[src/rtl/return_address_stack_pkg.sv]
// Shared configuration and type packages for the return address stack.
//   cva5_config : cpu_config_t and the default CONFIG (provides the RAS depth)
//   cva5_types  : ras_snapshot_t {ptr,cnt} used by the speculative snapshot queue
// Snapshot fields are sized for stacks up to 256 entries; the stack truncates
// them to its own pointer/count width.
package cva5_config;
  typedef struct packed {
    int unsigned RAS_DEPTH;
  } cpu_config_t;

  localparam cpu_config_t CONFIG = '{RAS_DEPTH: 8};
endpackage

package cva5_types;
  localparam int RAS_SNAP_PTR_W = 8;
  localparam int RAS_SNAP_CNT_W = 9;

  typedef struct packed {
    logic [RAS_SNAP_PTR_W-1:0] ptr;
    logic [RAS_SNAP_CNT_W-1:0] cnt;
  } ras_snapshot_t;
endpackage

[src/rtl/return_address_stack_lutram.sv]
// lutram_1w_1r: distributed RAM, one synchronous write port, one
// asynchronous read port. Contents are not reset.
//   clk          : clock
//   waddr/raddr  : write / read index
//   we           : write enable
//   new_ram_data : write data
//   ram_data_out : read data (combinational from raddr)
module lutram_1w_1r #(
  parameter int WIDTH = 32,
  parameter int DEPTH = 8
) (
  input  logic                     clk,
  input  logic [$clog2(DEPTH)-1:0] waddr,
  input  logic [$clog2(DEPTH)-1:0] raddr,
  input  logic                     we,
  input  logic [WIDTH-1:0]         new_ram_data,
  output logic [WIDTH-1:0]         ram_data_out
);
  logic [WIDTH-1:0] ram [DEPTH];

  always_ff @(posedge clk)
    if (we) ram[waddr] <= new_ram_data;

  assign ram_data_out = ram[raddr];
endmodule

[src/rtl/return_address_stack.sv]
// Return address stack with speculative {ptr,cnt} snapshots.
//   clk, rst           : clock, synchronous active-low reset
//   push / new_addr    : call fetched, push return address
//   pop                : return fetched, pop top
//   branch_fetched     : take a snapshot of {ptr,cnt} (pre-update value)
//   branch_retired     : drop oldest snapshot
//   early_branch_flush : restore {ptr,cnt} from oldest snapshot, empty queue
//   addr / valid       : top of stack (0 when empty) / stack non-empty
//   spec_full          : snapshot queue full (registered)
// Stack contents are never rolled back; a flush only restores ptr/cnt.
module return_address_stack
  import cva5_config::*;
  import cva5_types::*;
#(
  parameter int RAS_DEPTH  = CONFIG.RAS_DEPTH,
  parameter int SPEC_DEPTH = 4
) (
  input  logic        clk,
  input  logic        rst,
  input  logic        push,
  input  logic        pop,
  input  logic [31:0] new_addr,
  input  logic        branch_fetched,
  input  logic        branch_retired,
  input  logic        early_branch_flush,
  output logic [31:0] addr,
  output logic        valid,
  output logic        spec_full
);
  localparam int PW = $clog2(RAS_DEPTH);
  localparam int CW = $clog2(RAS_DEPTH + 1);
  localparam int SW = $clog2(SPEC_DEPTH);

  logic [PW-1:0]  ptr;
  logic [CW-1:0]  cnt;
  logic [31:0]    ram_rd;

  ras_snapshot_t  snap_q [SPEC_DEPTH];
  logic [SW-1:0]  head, tail;
  logic [SW:0]    scnt, scnt_nxt;

  logic           both, do_push, do_pop, we, enq, deq;
  logic [PW-1:0]  waddr;

  // Push+pop on a non-empty stack replaces the top in place.
  assign both    = push & pop & (cnt != '0);
  assign do_push = push & ~both;
  assign do_pop  = pop & ~push & (cnt != '0);
  assign we      = rst & ~early_branch_flush & push;
  assign waddr   = both ? ptr : ptr + PW'(1);

  // A retire frees a slot in the same cycle, so fetch+retire succeeds when full.
  assign deq = branch_retired & (scnt != '0);
  assign enq = branch_fetched & (~spec_full | deq);

  always_comb begin
    scnt_nxt = scnt;
    case ({enq, deq})
      2'b10:   scnt_nxt = scnt + 1'b1;
      2'b01:   scnt_nxt = scnt - 1'b1;
      default: scnt_nxt = scnt;
    endcase
  end

  lutram_1w_1r #(.WIDTH(32), .DEPTH(RAS_DEPTH)) stack_ram (
    .clk          (clk),
    .waddr        (waddr),
    .raddr        (ptr),
    .we           (we),
    .new_ram_data (new_addr),
    .ram_data_out (ram_rd)
  );

  always_ff @(posedge clk) begin
    if (!rst) begin
      ptr       <= '0;
      cnt       <= '0;
      head      <= '0;
      tail      <= '0;
      scnt      <= '0;
      spec_full <= 1'b0;
    end else if (early_branch_flush) begin
      if (scnt != '0) begin
        ptr <= snap_q[head].ptr[PW-1:0];
        cnt <= snap_q[head].cnt[CW-1:0];
      end
      head      <= '0;
      tail      <= '0;
      scnt      <= '0;
      spec_full <= 1'b0;
    end else begin
      if (do_push) begin
        ptr <= ptr + PW'(1);
        cnt <= (cnt == CW'(RAS_DEPTH)) ? cnt : cnt + CW'(1);
      end else if (do_pop) begin
        ptr <= ptr - PW'(1);
        cnt <= cnt - CW'(1);
      end
      if (enq) begin
        snap_q[tail] <= '{ptr: RAS_SNAP_PTR_W'(ptr), cnt: RAS_SNAP_CNT_W'(cnt)};
        tail         <= tail + SW'(1);
      end
      if (deq) head <= head + SW'(1);
      scnt      <= scnt_nxt;
      spec_full <= (scnt_nxt == (SW+1)'(SPEC_DEPTH));
    end
  end

  assign valid = (cnt != '0);
  assign addr  = valid ? ram_rd : 32'h0;
endmodule
[config.mk]
export PLATFORM = sky130hd
export DESIGN_NAME = return_address_stack
export DESIGN_NICKNAME = d
export VERILOG_FILES = /design/src/rtl/return_address_stack_pkg.sv /design/src/rtl/return_address_stack_lutram.sv /design/src/rtl/return_address_stack.sv
export SDC_FILE = /design/constraint.sdc
export NUM_CORES = 1
export LEC_CHECK = 0
export BUFFER_PORTS_ARGS = -buffer_cell sky130_fd_sc_hd__buf_2
export CORE_MARGIN = 4
export CORE_UTILIZATION = 50
export CTS_CLUSTER_SIZE = 12
export DETAILED_ROUTE_END_ITERATION = 16
export HOLD_SLACK_MARGIN = 0.15
export PLACE_DENSITY = 0.67
export SLEW_MARGIN = 20
export SYNTH_ARGS = -nofsm -noshare
export SYNTH_HDL_FRONTEND = slang
export SYNTH_SLANG_ARGS = --single-unit
[constraint.sdc]
create_clock -name clk -period 6 [get_ports clk]
set_clock_uncertainty 0.15 [all_clocks]
set_input_delay 0.9 -clock clk [delete_from_list [all_inputs] [get_ports clk]]
set_output_delay 0.9 -clock clk [all_outputs]
set_load 0.02 [all_outputs]
## Word-level counts from Yosys, hierarchy flattened

Memory sizes are Yosys's and may differ from the RTL's. A register that Yosys moved wholly into a read port is not among the register bits.
Index checks and enable logic that the tools add are counted.

- Bits in writable memories: 284
- Input port bits: 39
- Memories: 2
- Output and inout port bits: 34
- Register bits after elaboration: 15

- $add $sub $neg: 8
- Bitwise operators: 15
- Reductions and logical operators: 6
- Equal/unequal tests: 6
- Muxes and demuxes: 22

Memory list:

| memory | depth | bits a word | rd ports | clocked after memory_dff | wr ports | RTL line | text |
|---|---|---|---|---|---|---|---|
| stack_ram.ram | 8 | 32 | 1 | 1 | 1 | return_address_stack_lutram.sv:19 | `logic [WIDTH-1:0] ram [DEPTH];` |
| snap_q | 4 | 7 | 1 | 1 | 1 | return_address_stack.sv:38 | `ras_snapshot_t snap_q [SPEC_DEPTH];` |

Operator list:

| operator | count |
|---|---|
| 32-bit two-way mux | 1 |
| 3-bit two-way mux | 7 |
| 4-bit two-way mux | 5 |
| 1-bit bitwise AND | 9 |
| 3-bit by 1-bit adder with 3-bit output, second input constant | 2 |
| 1-bit two-way mux | 6 |
| 3-bit case mux with 2 select lines | 1 |
| 3-bit nonzero test | 2 |
| 3-bit by 1-bit subtractor with 3-bit output, second input constant | 2 |
| 1-bit inverter | 5 |
| 2-bit by 1-bit adder with 2-bit output, second input constant | 2 |
| 4-bit by 1-bit adder with 4-bit output, second input constant | 1 |
| 4-bit equality test, second input constant | 1 |
| 2-bit two-way mux | 2 |
| 4-bit nonzero test | 1 |
| 4-bit by 1-bit subtractor with 4-bit output, second input constant | 1 |
| 3-bit equality test, second input constant | 1 |
| 3-bit != test, second input constant | 1 |
| 3-bit AND reduction | 1 |
| 2-bit by 1-bit equality test with 1-bit output, second input constant | 1 |
| 2-bit equality test, second input constant | 1 |
| 2-bit by 1-bit != test with 1-bit output, second input constant | 1 |
| 2-bit AND reduction | 1 |
| 2-bit OR reduction | 1 |
| 1-bit OR | 1 |

## Depth between registers and ports, before layout

Gate-level depths: netlist of run 1.

- Word-level depth: 8
- Mapped depth: 10
- Mapped depth without buffers: 10

## Cells and area by module

From an unflattened synthesis of run 1, not the netlist that was laid out.

- Cells, all modules: 601
- Area total of the unflattened synthesis: 12259.3 µm²

Modules (own cells, without submodules):

| module | instances | cells each | seq. area each (µm²) | area an instance (µm²) |
|---|---|---|---|---|
| lutram_1w_1r | 1 | 383 | 7687.4 | 9825.7 |
| return_address_stack | 1 | 218 | 1181.1 | 2433.6 |

## Least setup slack after synthesis of run 1

No wires, ideal clock.

- Kind: input-to-reg
- Start: in early_branch_flush
- End: mem stack_ram.ram[2][0], enable pin
- Buffers on the path: 2
- Cell stages on the path: 5
- Arrival time: 4.011 ns
- Data required time: 5.389 ns
- Setup slack: 1.378 ns
- Setup time: 0.461 ns
- Path through: buf_2 > nand2b_1 > clkbuf_1 > or3_1 > nor3_1

- Longest elaborated chain between the ends: 5

RTL lines:

| what | RTL line | text |
|---|---|---|
| from (decl) | return_address_stack.sv:25 | `input logic early_branch_flush,` |
| 1-bit inverter | return_address_stack.sv:49 | `assign we = rst & ~early_branch_flush & push;` |
| 1-bit bitwise AND (2 in series) | return_address_stack.sv:49 |  |
| 1-bit two-way mux | return_address_stack_lutram.sv:22 | `if (we) ram[waddr] <= new_ram_data;` |
| 1-bit two-way mux (not written as such) | return_address_stack_lutram.sv:22 |  |
| to (decl) | return_address_stack_lutram.sv:19 |  |

No other way between the ends.

==> flow_metrics.env, run 1 <==
export IMPL_slew_headroom=0.283
export IMPL_wl_mm=22.7
export IMPL_postCtsSetupBuffers=0
export IMPL_top_layer="met5"
export IMPL_cts_resized_gates=0
export IMPL_slew_viol_final=0
export IMPL_grt_max_degree=47
export IMPL_mostFrequentLayoutCells="284 x edfxtp_1, 72 x buf_2, 71 x mux4_2, 42 x nor2_1, 36 x mux2i_1"
export IMPL_grt_pass1_vias=6371
export IMPL_grt_overflow_total=0
export IMPL_path_buf_inv=2
export IMPL_timing_hold_ws_ns=0.370
export IMPL_die_area_um2=26600
export IMPL_clockRootBuffer="clkbuf_16"
export IMPL_status="complete, no violations"
export IMPL_multi_input_area_um2=2990
export IMPL_crit_family="flip-flops"
export IMPL_power_density_nw_per_um2=350
export IMPL_routabilityCongestion=0.883
export IMPL_ys_flop_type="edfxtp_1"
export IMPL_cts_made_buffers=31
export IMPL_worstSetupStartpointType="flop"
export IMPL_tightest_slew_ns=1.08
export IMPL_drc_errors=0
export IMPL_final_antenna_net_count=0
export IMPL_core_area_um2=23600
export IMPL_drt_iter0_drc=522
export IMPL_syn_area_um2=12000
export IMPL_synth_enable_flop_cells=284
export IMPL_hold_class="reg2reg"
export IMPL_wl_per_cell_um=22.1
export IMPL_wl_met1_mm=9.80
export IMPL_drive_gt1_frac=0.295
export IMPL_drt_first_pass_iters=5
export IMPL_synth_top_area_share=0.708
export IMPL_crit_chain="buf_4, mux4_2, mux2i_1, nor2_1, buf_2"
export IMPL_die_h_um=163
export IMPL_seq_area_um2=8930
export IMPL_vdd_ir_drop_max_uv=187
export IMPL_num_rows=56
export IMPL_crit_path_end_kind="primary output"
export IMPL_ys_ff_latch=304
export IMPL_initial_core_util=0.510
export IMPL_max_stage_delay_ns=0.95
export IMPL_finish_utilization=0.580
export IMPL_synth_warning_count=0
export IMPL_max_freq_mhz=242
export IMPL_clock_sinks=304
export IMPL_dp_hpwl_mm=13.2
export IMPL_power_leakage_uw=0.00444
export IMPL_final_common_cell="edfxtp_1"
export IMPL_wl_met3_mm=1.16
export IMPL_vias=5885
export IMPL_stdcell_count=1028
export IMPL_cts_buffer_depth=3
export IMPL_placed_cells=979
export IMPL_die_w_um=163
export IMPL_antenna_found_initial=2
export IMPL_required_ns=4.95
export IMPL_synth_fp_nets=653
export IMPL_yosysSeqAreaShare=0.741
export IMPL_path_class="reg2out"
export IMPL_wl_met2_mm=11.4
export IMPL_fin_crit_ns=4.13
export IMPL_final_setup_tns_ns=0
export IMPL_insertion_delay_ns=0.54
export IMPL_io_pins=73
export IMPL_hold_violations=0
export IMPL_synth_top_area_cell="edfxtp_1"
export IMPL_synthArstFlopShare=0
export IMPL_rsz0062_at_grt="false"
export IMPL_report_final_setup_viol=0
export IMPL_grt_pass1_wl_mm=36.3
export IMPL_nFillCells=1779
export IMPL_ys_types=50
export IMPL_maxCapViolCount=0
export IMPL_n_antenna_cell=0
export IMPL_syn_area_per_cell_um2=20.0
export IMPL_area_growth_pct=13.7
export IMPL_syn_inst=603
export IMPL_crit_fanout=46
export IMPL_critPathSlowestCell="dfxtp_4"
export IMPL_clkTransAtPathRegs_ns=0.06
export IMPL_cts_hold_buf=0
export IMPL_vias_per_cell=5.72
export IMPL_cts_tree="built"
export IMPL_portBuffers=72
export IMPL_cp_data_arrival_time_ns=3.08
export IMPL_fin_crit_sh=0.688
export IMPL_synthTopCellsByArea="edfxtp_1 71%, mux4_2 13%, dfxtp_1 3.3%, mux2i_1 3.0%, nor2_1 1.4%"
export IMPL_gr_usage_all_layers=0.177
export IMPL_htreeDepth=1
export IMPL_nets=743
-- Yosys cell counts (2+ instances only) --
cell type / instances
a21oi_1: 12
a311oi_1: 3
a31oi_1: 3
and3_1: 5
and3b_1: 2
buf_1: 7
buf_2: 8
clkbuf_1: 12
dfxtp_1: 20
edfxtp_1: 284
fa_1: 2
ha_1: 9
inv_1: 13
mux2i_1: 36
mux4_2: 71
nand2_1: 5
nand2b_1: 2
nand3_1: 4
nor2_1: 44
nor2b_1: 3
nor3_1: 11
o2111ai_1: 2
o21ai_0: 5
o31ai_1: 3
or3_1: 3
or4_1: 4
xnor2_1: 4
xor2_1: 4
-- kinds of logic (layout without fill, tap and decap cells) --
family          Yosys count  after routing  synth area share
mux                     107            107             0.163
buf+inv                  43            149            0.0149
fa+ha+maj                11             11            0.0127
flops                   304            304             0.741
xor+xnor                  8              8           0.00582
simple gates             91             91            0.0390
compound gates           39             39            0.0236
-- worst reg2reg max path: stages (launching register included) --
cell and delay (ns):
dfxtp_1 0.48, o41a_1 0.62, xnor2_1 0.19, or3_1 0.49
a21oi_4 0.73, buf_4 0.36
-- stage by stage --
step / power, uW / setup WS, ns / instance area [um2]
5_1_grt: 5010 / 1.56 / 13700
3_5_place_dp: 3170 / 2.33 / 12800
6_report: 4790 / 1.87 / 13700
2_1_floorplan: 2940 / 1.38 / 12000
3_3_place_gp: 3150 / 2.33 / 12800
4_1_cts: 4850 / 1.75 / 13700
-- state kept, by name, summed over array words and instances (netlist names), named ones only --
register	cells
cnt	4
head	2
ptr	3
scnt	3
snap_q	28
spec_full	1
stack_ram.ram	256
tail	2
-- cell type report --
cell class | instances | share of cell area
flip-flops and latches | 304 | 0.652
multi-input cells | 256 | 0.218
clock buffers | 43 | 0.0607
repair buffers | 85 | 0.0334
well taps | 319 | 0.0291
inverters | 15 | 0.00411
clock inverters | 6 | 0.00247
-- path summary, 6_finish.rpt --
kind | end | slack (ns) | cells past startpoint | startpoint
setup / recovery | addr[29] | 1.87 | 5 | flop
hold / removal | flop | 0.37 | 2 | head[1]
hold reg to reg | flop | 0.37 | 2 | head[1]
setup reg to reg | stack_ram.ram[6][25] | 2.68 | 5 | cnt[0]
-- layer usage --
layer,global-route usage,vias to the layer above
met5,0,-
met4,0.0374,4
met3,0.0326,24
met2,0.294,149
met1,0.250,3077
li1,-,2631
-- where the power goes --
group	internal, uW	switching [uW]	leakage [uW]
clock	952	717	0.000415
combinational	274	376	0.00130
sequential	2390	83.4	0.00273
Power figures use the tool's default switching activity.
==> run 2: changes to the inputs <==
Settings changed: PLACE_DENSITY 0.67 to 0.69.
Clock period 6 ns to 3.65 ns, I/O delays scaled along.
==> run 2 against run 1 <==
Final cell count is 3.7% higher. Sequential share of layout area is 2.0 points lower. Worst setup slack worse by 1.4 ns. Global-route usage hardly changed. Die area stayed put. Largest cell class unchanged. Total power is 67% higher. Sequential cell count stayed put. Cell area is 3.1% higher. Register-to-register slack worse by 2.0 ns.
==> flow_metrics.env, run 2 (same netlist as run 1, synthesis figures left out) <==
export IMPL_wl_per_cell_um=21.7
export IMPL_stdcell_count=1066
export IMPL_postCtsSetupBuffers=0
export IMPL_clkTransAtPathRegs_ns=0.06
export IMPL_grt_pass1_wl_mm=36.4
export IMPL_drt_iter0_drc=402
export IMPL_io_pins=73
export IMPL_cts_resized_gates=0
export IMPL_power_switching_uw=1950
export IMPL_area_growth_pct=17.3
export IMPL_rsz0062_at_grt="false"
export IMPL_final_common_cell="edfxtp_1"
export IMPL_n_antenna_cell=0
export IMPL_insertion_delay_ns=0.54
export IMPL_final_antenna_net_count=0
export IMPL_placed_cells=986
export IMPL_clockRootBuffer="clkbuf_16"
export IMPL_report_final_setup_viol=0
export IMPL_hold_class="in2reg"
export IMPL_largest_reg_flops=256
export IMPL_grt_max_degree=65
export IMPL_vias_per_cell=5.63
export IMPL_regMostFlops="stack_ram.ram"
export IMPL_top_regs="stack_ram.ram (256), snap_q (28), cnt (4)"
export IMPL_grt_overflow_total=0
export IMPL_antenna_found_initial=0
export IMPL_drt_first_pass_iters=4
export IMPL_die_h_um=163
export IMPL_drc_errors=0
export IMPL_wl_mm=23.2
export IMPL_final_setup_tns_ns=0
export IMPL_max_freq_mhz=317
export IMPL_clockPowerShare=0.350
export IMPL_cts_hold_buf=28
export IMPL_drive_gt1_frac=0.295
export IMPL_slew_viol_final=0
export IMPL_die_area_um2=26600
export IMPL_vias=5997
export IMPL_comb_power_share=0.146
export IMPL_worstSetupStartpointType="flop"
export IMPL_routabilityCongestion=0.833
export IMPL_crit_fanout=17
export IMPL_p_int_uw=6020
export IMPL_setup_ws_ns=0.499
export IMPL_portBuffers=72
export IMPL_fin_crit_ns=3.15
export IMPL_slew_headroom=0.513
export IMPL_vdd_ir_drop_max_uv=334
export IMPL_cts_made_buffers=31
export IMPL_r2r_start="cnt[0]"
export IMPL_mostFrequentLayoutCells="284 x edfxtp_1, 72 x buf_2, 71 x mux4_2, 42 x nor2_1, 36 x mux2i_1"
export IMPL_nets=778
export IMPL_critPathCapture="addr[9]"
export IMPL_path_class="reg2out"
export IMPL_p_sw_frac=0.245
export IMPL_required_ns=2.95
export IMPL_place_ws_ns=0.649
export IMPL_num_rows=56
export IMPL_maxCapViolCount=0
export IMPL_fin_crit_sh=0.863
export IMPL_gr_usage_all_layers=0.177
export IMPL_initial_core_util=0.510
export IMPL_reg2reg_to="stack_ram.ram[1][29]"
export IMPL_die_w_um=163
export IMPL_grt_pass1_vias=6409
export IMPL_clock_sinks=304
export IMPL_hold_violations=0
export IMPL_cts_tree="built"
export IMPL_worst_r2r_setup_slack_ns=0.66
export IMPL_cp_data_arrival_time_ns=2.45
export IMPL_power_leakage_uw=0.00464
export IMPL_dp_hpwl_mm=14.4
export IMPL_cts_buffer_depth=3
export IMPL_power_density_nw_per_um2=564
export IMPL_crit_path_end_kind="primary output"
export IMPL_rr_worst_depth=5
export IMPL_htreeDepth=1
export IMPL_status="complete, no violations"
export IMPL_tightest_slew_ns=0.730
export IMPL_pwr_share_seq=0.504
export IMPL_core_area_um2=23600
==> run 2: changes by cell type in the layout (fill, tap and decap cells not counted) <==
cell / delta
dlygate4sd3_1: +28
inv_6: +1
clkbuf_16: +1
nor3_2: -2
nor3_4: +2
inv_8: -1
clkbuf_1: -1
clkinv_2: +4
buf_12: +4
buf_4: +3
clkinvlp_4: -1
==> run 2: area by class of cell <==
| class | instances | area [um2] |
|---|---|---|
| fillers | 1713 | 9490 |
| inverters | 15 | 56.3 |
| flip-flops and latches | 304 | 8930 |
| multi-input cells | 256 | 3000 |
| clock inverters | 9 | 43.8 |
| well taps | 319 | 399 |
| repair buffers | 120 | 841 |
| clock buffers | 43 | 852 |
==> run 2: through the flow <==
step            util  area [um2]  power (uW)  hold slack, ns
2_1_floorplan      -       12100        4840           0.335
3_3_place_gp   0.548       12900        5210           0.365
3_5_place_dp   0.548       12900        5240           0.365
4_1_cts        0.598       14100        8050           0.151
5_1_grt        0.598       14100        8300           0.154
6_report       0.598       14100        7970           0.160
==> run 2: how the worst min path moves through the flow <==
| stage | startpoint | to | slack, ns | cells past startpoint |
|---|---|---|---|---|
| floorplan | head[1] | flop | 0.33 | 2 |
| global placement | head[1] | head[1] | 0.36 | 2 |
| detailed placement | head[1] | head[1] | 0.36 | 2 |
| CTS | new_addr[22] | stack_ram.ram[0][22] | 0.15 | 1 |
| global route | new_addr[22] | stack_ram.ram[0][22] | 0.15 | 1 |
| finish | new_addr[22] | stack_ram.ram[0][22] | 0.16 | 1 |
==> run 2: power by group through the flow <==
stage,logic (uW),registers [uW],clock network [uW]
6_report,1160,4020,2790
5_1_grt,1260,4030,3000
3_3_place_gp,1120,4080,0
3_5_place_dp,1150,4090,0
4_1_cts,1180,4020,2840
2_1_floorplan,800,4040,0
==> run 2: routing by layer <==
layer / share of wire / vias up / wire length, um / GRT usage
met5: 0 / - / 0 / 0
met4: 0.016 / 0 / 365 / 0.0400
met3: 0.048 / 30 / 1120 / 0.0252
met2: 0.51 / 168 / 11800 / 0.305
met1: 0.43 / 3098 / 9880 / 0.243
li1: - / 2701 / - / -
==> run 2: worst max-delay path, cell delays in order (launching register included) <==
cell	delay, ns
dfxtp_4	0.57
buf_4	0.37
mux4_2	0.58
mux2i_1	0.16
nor2_1	0.06
buf_2	0.16
